`config.mk`:
```
export PLATFORM = sky130hd
export DESIGN_NAME = pwm_decoder
export DESIGN_NICKNAME = d
export VERILOG_FILES = /design/src/rtl/pwm_decoder.sv
export SDC_FILE = /design/constraint.sdc
export NUM_CORES = 1
export LEC_CHECK = 0
export BUFFER_PORTS_ARGS = -buffer_cell sky130_fd_sc_hd__clkbuf_2
export CAP_MARGIN = 25
export CORE_ASPECT_RATIO = 2
export CORE_UTILIZATION = 45
export DETAILED_ROUTE_END_ITERATION = 10
export GPL_TIMING_DRIVEN = 0
export PLACE_DENSITY = 0.72
export SETUP_SLACK_MARGIN = 0.5
export SLEW_MARGIN = 20
export SYNTH_ARGS = -nofsm -noshare
export SYNTH_HDL_FRONTEND = slang
export SYNTH_SLANG_ARGS = --single-unit
```
`constraint.sdc`:
```
create_clock -name i_clk -period 7.5 [get_ports i_clk]
set_input_delay 0.375 -clock i_clk [delete_from_list [all_inputs] [get_ports i_clk]]
set_output_delay 0.375 -clock i_clk [all_outputs]
set_load 0.02 [all_outputs]
```
`src/rtl/pwm_decoder.sv`:
```
// rtl/pwm_decoder.sv - RC/servo PWM high-time decoder reporting whole microseconds or error codes.
// Optional PWMDEC_GLITCH_FILTER_EN: input level changes only after 3 equal synchronized samples.
module pwm_decoder #(
  parameter int clockFreq = 50_000_000,
  parameter int MIN_US    = 800,
  parameter int MAX_US    = 2500,
  parameter int LOSS_US   = 25000
) (
  input  logic        i_clk,
  input  logic        i_reset,
  input  logic        i_pwm,
  output logic        o_pwm_ready,
  output logic [15:0] o_pwm_value
);

  localparam int CLKS_PER_US = clockFreq / 1_000_000;
  localparam int PW          = $clog2(CLKS_PER_US);
  localparam logic [PW-1:0] PRESC_LAST = PW'(CLKS_PER_US - 1);
  localparam logic [15:0] MIN_V      = 16'(MIN_US);
  localparam logic [15:0] MAX_V      = 16'(MAX_US);
  localparam logic [15:0] TOO_LONG_V = 16'(MAX_US + 1);
  localparam logic [15:0] LOSS_V     = 16'(LOSS_US);
  localparam logic [15:0] ERR_LONG   = 16'h8000;
  localparam logic [15:0] ERR_SHORT  = 16'h8001;
  localparam logic [15:0] ERR_LOSS   = 16'h8002;

  typedef enum logic [1:0] {WAIT_LOW, IDLE, HIGH, ERR_HIGH} state_t;

  state_t          state_q;
  logic            pwm_meta_q, pwm_sync_q, lvl, lvl_prev_q;
  logic            rise, fall, any_edge, wrap, loss_hit;
  logic [PW-1:0]   presc_q, presc_d;
  logic [15:0]     us_q, us_d, us_next, loss_q, loss_d;
  logic            ready_q;
  logic [15:0]     value_q;

  // Synchronizer and edge history are left unreset so a pulse in flight
  // across reset is still seen as high and skipped by WAIT_LOW.
  always_ff @(posedge i_clk) begin
    pwm_meta_q <= i_pwm;
    pwm_sync_q <= pwm_meta_q;
  end

`ifdef PWMDEC_GLITCH_FILTER_EN
  logic [1:0] hist_q;
  logic       lvl_q;
  always_ff @(posedge i_clk) begin
    hist_q <= {hist_q[0], pwm_sync_q};
    if (pwm_sync_q == hist_q[0] && hist_q[0] == hist_q[1]) lvl_q <= pwm_sync_q;
  end
  assign lvl = lvl_q;
`else
  assign lvl = pwm_sync_q;
`endif

  always_ff @(posedge i_clk) lvl_prev_q <= lvl;

  assign rise     = lvl & ~lvl_prev_q;
  assign fall     = ~lvl & lvl_prev_q;
  assign any_edge = rise | fall;
  assign wrap     = (presc_q == PRESC_LAST);
  assign loss_hit = wrap && (loss_q >= LOSS_V - 16'd1);

  // us_next includes the wrap happening this cycle, giving floor(elapsed us) at the edge.
  always_comb begin
    us_next = us_q;
    if (wrap && us_q != 16'hFFFF) us_next = us_q + 16'd1;
    presc_d = (any_edge || wrap) ? '0 : presc_q + PW'(1);
    us_d    = rise ? 16'd0 : us_next;
    loss_d  = loss_q;
    if (any_edge || (state_q == IDLE && loss_hit)) loss_d = 16'd0;
    else if (wrap && loss_q != LOSS_V)             loss_d = loss_q + 16'd1;
  end

  always_ff @(posedge i_clk) begin
    if (i_reset) begin
      state_q <= WAIT_LOW;
      presc_q <= '0;
      us_q    <= 16'd0;
      loss_q  <= 16'd0;
      ready_q <= 1'b0;
      value_q <= 16'd0;
    end else begin
      presc_q <= presc_d;
      us_q    <= us_d;
      loss_q  <= loss_d;
      ready_q <= 1'b0;
      case (state_q)
        WAIT_LOW: if (!lvl) state_q <= IDLE;
        IDLE: begin
          if (rise) begin
            state_q <= HIGH;
          end else if (loss_hit) begin
            ready_q <= 1'b1;
            value_q <= ERR_LOSS;
          end
        end
        HIGH: begin
          if (fall) begin
            ready_q <= 1'b1;
            state_q <= IDLE;
            if (us_next < MIN_V)       value_q <= ERR_SHORT;
            else if (us_next <= MAX_V) value_q <= us_next;
            else                       value_q <= ERR_LONG;
          end else if (us_next == TOO_LONG_V) begin
            ready_q <= 1'b1;
            value_q <= ERR_LONG;
            state_q <= ERR_HIGH;
          end
        end
        ERR_HIGH: if (fall) state_q <= IDLE;
        default:  state_q <= WAIT_LOW;
      endcase
    end
  end

  assign o_pwm_ready = ready_q;
  assign o_pwm_value = value_q;

endmodule

```
=== Yosys cells after proc, flatten, opt, wreduce, memory -nomap -nowiden ===
Cells that the tools add are included.

* Register bits after elaboration: 60
* Input port bits: 3
* Logic and storage cells: 65

* Add/sub/neg operators: 3
* Magnitude comparators: 3
* Eq/ne operators: 13
* Muxes and demuxes: 19
* Bitwise operators: 5
* Reductions and logical operators: 13

{| class="wikitable"
|+ Operator list
! operator !! number
|-
| $mux 16 || 7
|-
| $add 16x1->16 const B || 2
|-
| $pmux 16 s2 || 1
|-
| $eq 16x12->1 const B || 1
|-
| $ge 16x15->1 const B || 1
|-
| $le 16x12->1 const B || 1
|-
| $lt 16x10->1 const B || 1
|-
| $ne 16x15->1 const B || 1
|-
| $ne 16x16->1 const B || 1
|-
| $mux 2 || 5
|-
| $ne 2x2->1 const B || 5
|-
| $pmux 2 s4 || 1
|-
| $reduce_and 4->1 || 2
|-
| $add 6x1->6 const B || 1
|-
| $eq 6x6->1 const B || 1
|-
| $reduce_or 2->1 || 3
|-
| $eq 2x2->1 const B || 2
|-
| $logic_and 1x1->1 || 4
|-
| $mux 1 || 4
|-
| $ne 3x3->1 const B || 1
|-
| $and 1x1->1 || 2
|-
| $eq 2x1->1 const B || 1
|-
| $logic_not 2->1 || 1
|-
| $logic_or 1x1->1 || 2
|-
| 4 further kinds || 5
|}

=== Longest topological paths before layout ===
* Word-level depth: 8
* Gate-level depth with buffers: 12
* Mapped depth without buffers: 10

=== Worst setup path after synthesis ===
Ideal clock, no wire load.

* Kind: register to register
* From: reg us_q[1]
* To: reg value_q[1] (netlist: o_pwm_value[1])
* Data arrival time: 2.418 ns
* Required time: 7.414 ns
* Setup slack: 4.996 ns
* Cell stages (with the launch flop): 11
* Buffers on the path: 1
* Clock period less this slack: 2.504 ns
* Cell sequence: dfxtp_1 > ha_1 > nand4b_1 > nor4_4 > and2_1 > buf_4 > nand4_4 > a22oi_4 > a31oi_4 > or2_4 > a221oi_2

* Longest elaborated chain between the ends: 8
* Elaborated cells on any way between the ends: 13
* Those cells by class: add/sub: 1; order compare: 2; eq/ne: 3; mux: 5; reduce/logical: 2

{| class="wikitable"
|+ RTL lines
! element !! line !! source
|-
| from (decl) || 33 || <nowiki>logic [15:0] us_q, us_d, us_next, loss_q, loss_d;</nowiki>
|-
| from (signal assigned) || 85 || <nowiki>us_q <= us_d;</nowiki>
|-
| branches (longest 2 deep; another with $add 16x1->16) || - ||
|-
| $mux 16 (*) || 67 || <nowiki>if (wrap && us_q != 16'hFFFF) us_next = us_q + 16'd1;</nowiki>
|-
| $le 16x12->1 || 103 || <nowiki>else if (us_next <= MAX_V) value_q <= us_next;</nowiki>
|-
| $mux 16 || 103 ||
|-
| $mux 16 || 102 || <nowiki>if (us_next < MIN_V) value_q <= ERR_SHORT;</nowiki>
|-
| $mux 16 || 99 || <nowiki>if (fall) begin</nowiki>
|-
| $pmux 16 s2 || 88 || <nowiki>case (state_q)</nowiki>
|-
| to (signal assigned) || 103 ||
|-
| to (decl) || 35 || <nowiki>logic [15:0] value_q;</nowiki>
|}

Every way passes the cells marked *.
A chain may end at the register's enable or synchronous reset.

=== Worst setup path in the final report ===
* From: reg us_q[1]
* To: reg state_q[1]

* Longest elaborated chain between the ends: 6
* Elaborated cells on any way between the ends: 7
* Those cells by class: add/sub: 1; eq/ne: 3; mux: 1; reduce/logical: 2

{| class="wikitable"
|+ RTL lines
! element !! line !! source
|-
| branches (longest 2 deep; another with $add 16x1->16) || - ||
|-
| $mux 16 (*) || 67 ||
|-
| $eq 16x12->1 (*) || 105 || <nowiki>end else if (us_next == TOO_LONG_V) begin</nowiki>
|-
| $ne 3x3->1 (no line) (*) || - ||
|-
| $reduce_and 4->1 (no line) (*) || - ||
|-
| to (signal assigned) || 108 || <nowiki>state_q <= ERR_HIGH;</nowiki>
|-
| to (signal assigned) || 111 || <nowiki>ERR_HIGH: if (fall) state_q <= IDLE;</nowiki>
|-
| to (signal assigned) || 112 || <nowiki>default: state_q <= WAIT_LOW;</nowiki>
|-
| to (decl) || 29 || <nowiki>state_t state_q;</nowiki>
|}

Marked as above.

==> run_results.csv <==
group,metric,value,unit
final_layout,multi_input_area,2030,µm²
clock_tree,ctsResizeCount,0,
die,core_region_area,7270,µm²
yosys,synthCells,389,
yosys,ys.flop_type,"dfxtp_1",
drt,vias,3016,
place,hpwl,6.18,mm
clock_tree,cts_made_buffers,9,
die,boundaryPins,20,
worst_hold_path,hold_path_class,"input port to flop",
yosys,syn_avg_cell_area,8.75,µm²
timing,tightestPinTransition,0.565,ns
drt,drc,0,
yosys,synth_edf_count,0,
die,die_w,63.5,µm
grt,grt-ovfl-total,0,
power_and_ir_drop,leakage,1.49,nW
worst_setup_path,startpoint_type,"flop",
drt,top_layer,"met4",
power_and_ir_drop,power-per-cell-area,194,nW/µm²
timing,hold_violations,0,
grt,grt_max_degree,11,
power_and_ir_drop,finalPower,0.754,mW
drt,drt_iter0_drc,109,
grt,grt_usage,0.219,
grt,grt_pass1_wl,13.4,mm
clock_tree,cts_htree_levels,3,
grt,antenna_found_initial,0,
power_and_ir_drop,swShare,0.233,
timing,setup_ws,4.38,ns
timing,slew_viol_final,0,
timing,period_share,0.416,
clock_tree,cts_root_buf,"clkbuf_16",
yosys,syn_area,3400,µm²
final_layout,drive_above_1_share,0.156,
clock_tree,path_clk_slew,0.05,ns
timing,setup_tns,0,ns
job,cap_violations,0,
drt,vias_per_cell,5.84,
die,die_h,125,µm
power_and_ir_drop,internal_power,0.578,mW
drt,final_antenna_net_count,0,
drt,wl,8.14,mm
yosys,synth_cell_type_count,72,
timing,fmax,0.321,GHz
drt,first_pass_iters,4,
power_and_ir_drop,p_switching,0.176,mW
power_and_ir_drop,clockPowerShare,0.511,
final_layout,register_area,1200,µm²
worst_setup_path,cp.arrival,3.33,ns
place,dp_slack,4.42,ns
final_layout,diodes,0,
worst_setup_path,required,7.71,ns
die,start_util,0.468,
worst_setup_path,cp-end-kind,"flop",
timing,finalCriticalPeriod,3.12,ns
drt,wl_met3,293,µm
final_layout,mostFrequentLayoutCells,"dfxtp_1, nor2_1, nand2_1",
clock_tree,post_cts.repair.setup_buffers,0,
timing,rsz0062_at_grt,"no",
clock_tree,hold_buffers,0,
timing,maxSlewHeadroom,0.621,
place,place.gp.congestion,0.963,
final_layout,fillers,733,
die,std_cell_rows,44,
drt,wl_per_cell,15.8,µm
yosys,yosysWarningCount,0,
power_and_ir_drop,p_comb_frac,0.054,
clock_tree,cts_sinks,60,
worst_setup_path,path_class,"flop to flop",
power_and_ir_drop,irDropWorstVdd,0.000202,V
grt,grt_pass1_vias,2847,
clock_tree,cts_tree,"done",
power_and_ir_drop,seq_power_share,0.435,
place,place.port_buffers,19,
final_layout,fin_nets,434,
timing,fin_skew,0.00951,ns
clock_tree,clockBufferDepth,2,
yosys,synth-seq-area-share,0.353,
status,status,"completed",
final_layout,final_common_cell,"dfxtp_1",
worst_setup_path,path_max_fanout,10,
drt,dr_wl_met2,4.52,mm
die,die-area,7940,µm²
yosys,synthArstFlopShare,0,
yosys,synth_fp_nets,404,
final_layout,syn_to_final_growth,14.4,%
yosys,yosys_register_bits,60,
timing,setup_violations,0,
drt,met1Wirelength,2.85,mm
clock_tree,clk_latency,0.34,ns
[cell usage after synthesis, types with 3 or more instances]
master    number  area share
a211o_1        3      0.0077
a211oi_1       3      0.0066
a21boi_0       3      0.0066
a21oi_1       11       0.016
a31oi_1        3      0.0055
and2_1         3      0.0055
and3_1         9       0.017
and4_1         4       0.010
buf_2          9       0.013
buf_4          3      0.0066
clkbuf_1       8      0.0088
dfxtp_1       60        0.35
ha_1          12       0.044
inv_1         20       0.022
nand2_1       24       0.026
nand3_1       15       0.022
nand4_1       11       0.020
nor2_1        45       0.050
nor2b_1        6       0.011
nor3_1         9       0.013
nor4_1         3      0.0055
nor4_4         3       0.019
o211ai_1      11       0.024
o21ai_0       11       0.016
o31ai_1        7       0.015
or3_1          4      0.0074
xnor2_1       18       0.046
xor2_1        14       0.036
[sequential cells by signal (all words and copies together) (netlist names)]
name / flops
pwm_meta_q: 1
state_q: 2
presc_q: 6
lvl_prev_q: 1
lvl: 1
us_q: 16
o_pwm_ready: 1
loss_q: 16
o_pwm_value: 16
[area by class of cell]
type,count,area share
clock buffer,13,0.0668
sequential,60,0.308
inverter,20,0.0193
buffer,20,0.0251
timing repair buffer,19,0.0244
clock inverter,3,0.00546
tap,92,0.0296
multi-input combinational,289,0.521
[worst max-delay path: stages, from the launching register on]
cell      delay [ns]
dfxtp_1         0.50
ha_1            0.35
nand4b_1        0.33
nor4_4          0.36
and2_1          0.18
buf_4           0.15
nand4_4         0.12
a22oi_4         0.31
a31oi_4         0.18
buf_2           0.23
o211ai_1        0.19
o41ai_1         0.10
[metrics by stage]
step                 util  hold WS (ns)  instance area [µm²]  std cells
finish              0.536         0.141                 3890        516
global route        0.536         0.134                 3890        516
CTS                 0.536         0.137                 3890        516
detailed placement  0.497         0.316                 3610        500
global placement    0.497         0.311                 3610        500
floorplan               -         0.310                 3400        389
[cells by family after synthesis]
logic type      Yosys count  synth area share
buf+inv                  40            0.0507
fa+ha+maj                12            0.0441
xor+xnor                 32            0.0824
flops                    60             0.353
compound gates           86             0.197
simple gates            158             0.270
mux                       1           0.00294
[metal layers]
metal | vias to the layer above | track usage
met5 | - | 0
met4 | 0 | 0.148
met3 | 31 | 0.0520
met2 | 72 | 0.397
met1 | 1447 | 0.211
li1 | 1466 | -
[path summary, 6_finish.rpt]
check | slack [ns] | end | startpoint | cells past startpoint
setup / recovery | 4.38 | state_q[1] | us_q[1] | 11
setup reg to reg | 4.38 | state_q[1] | us_q[1] | 11
hold reg to reg | 0.33 | lvl | pwm_meta_q | 0
hold / removal | 0.14 | pwm_meta_q | i_pwm | 1
[power by group through the flow]
stage	logic [mW]	registers, mW	clock network, mW
floorplan	0.0279	0.334	0
global placement	0.0387	0.334	0
detailed placement	0.0404	0.334	0
CTS	0.0412	0.328	0.390
global route	0.0465	0.328	0.403
finish	0.0408	0.328	0.385
Power figures use the tool's default switching activity.
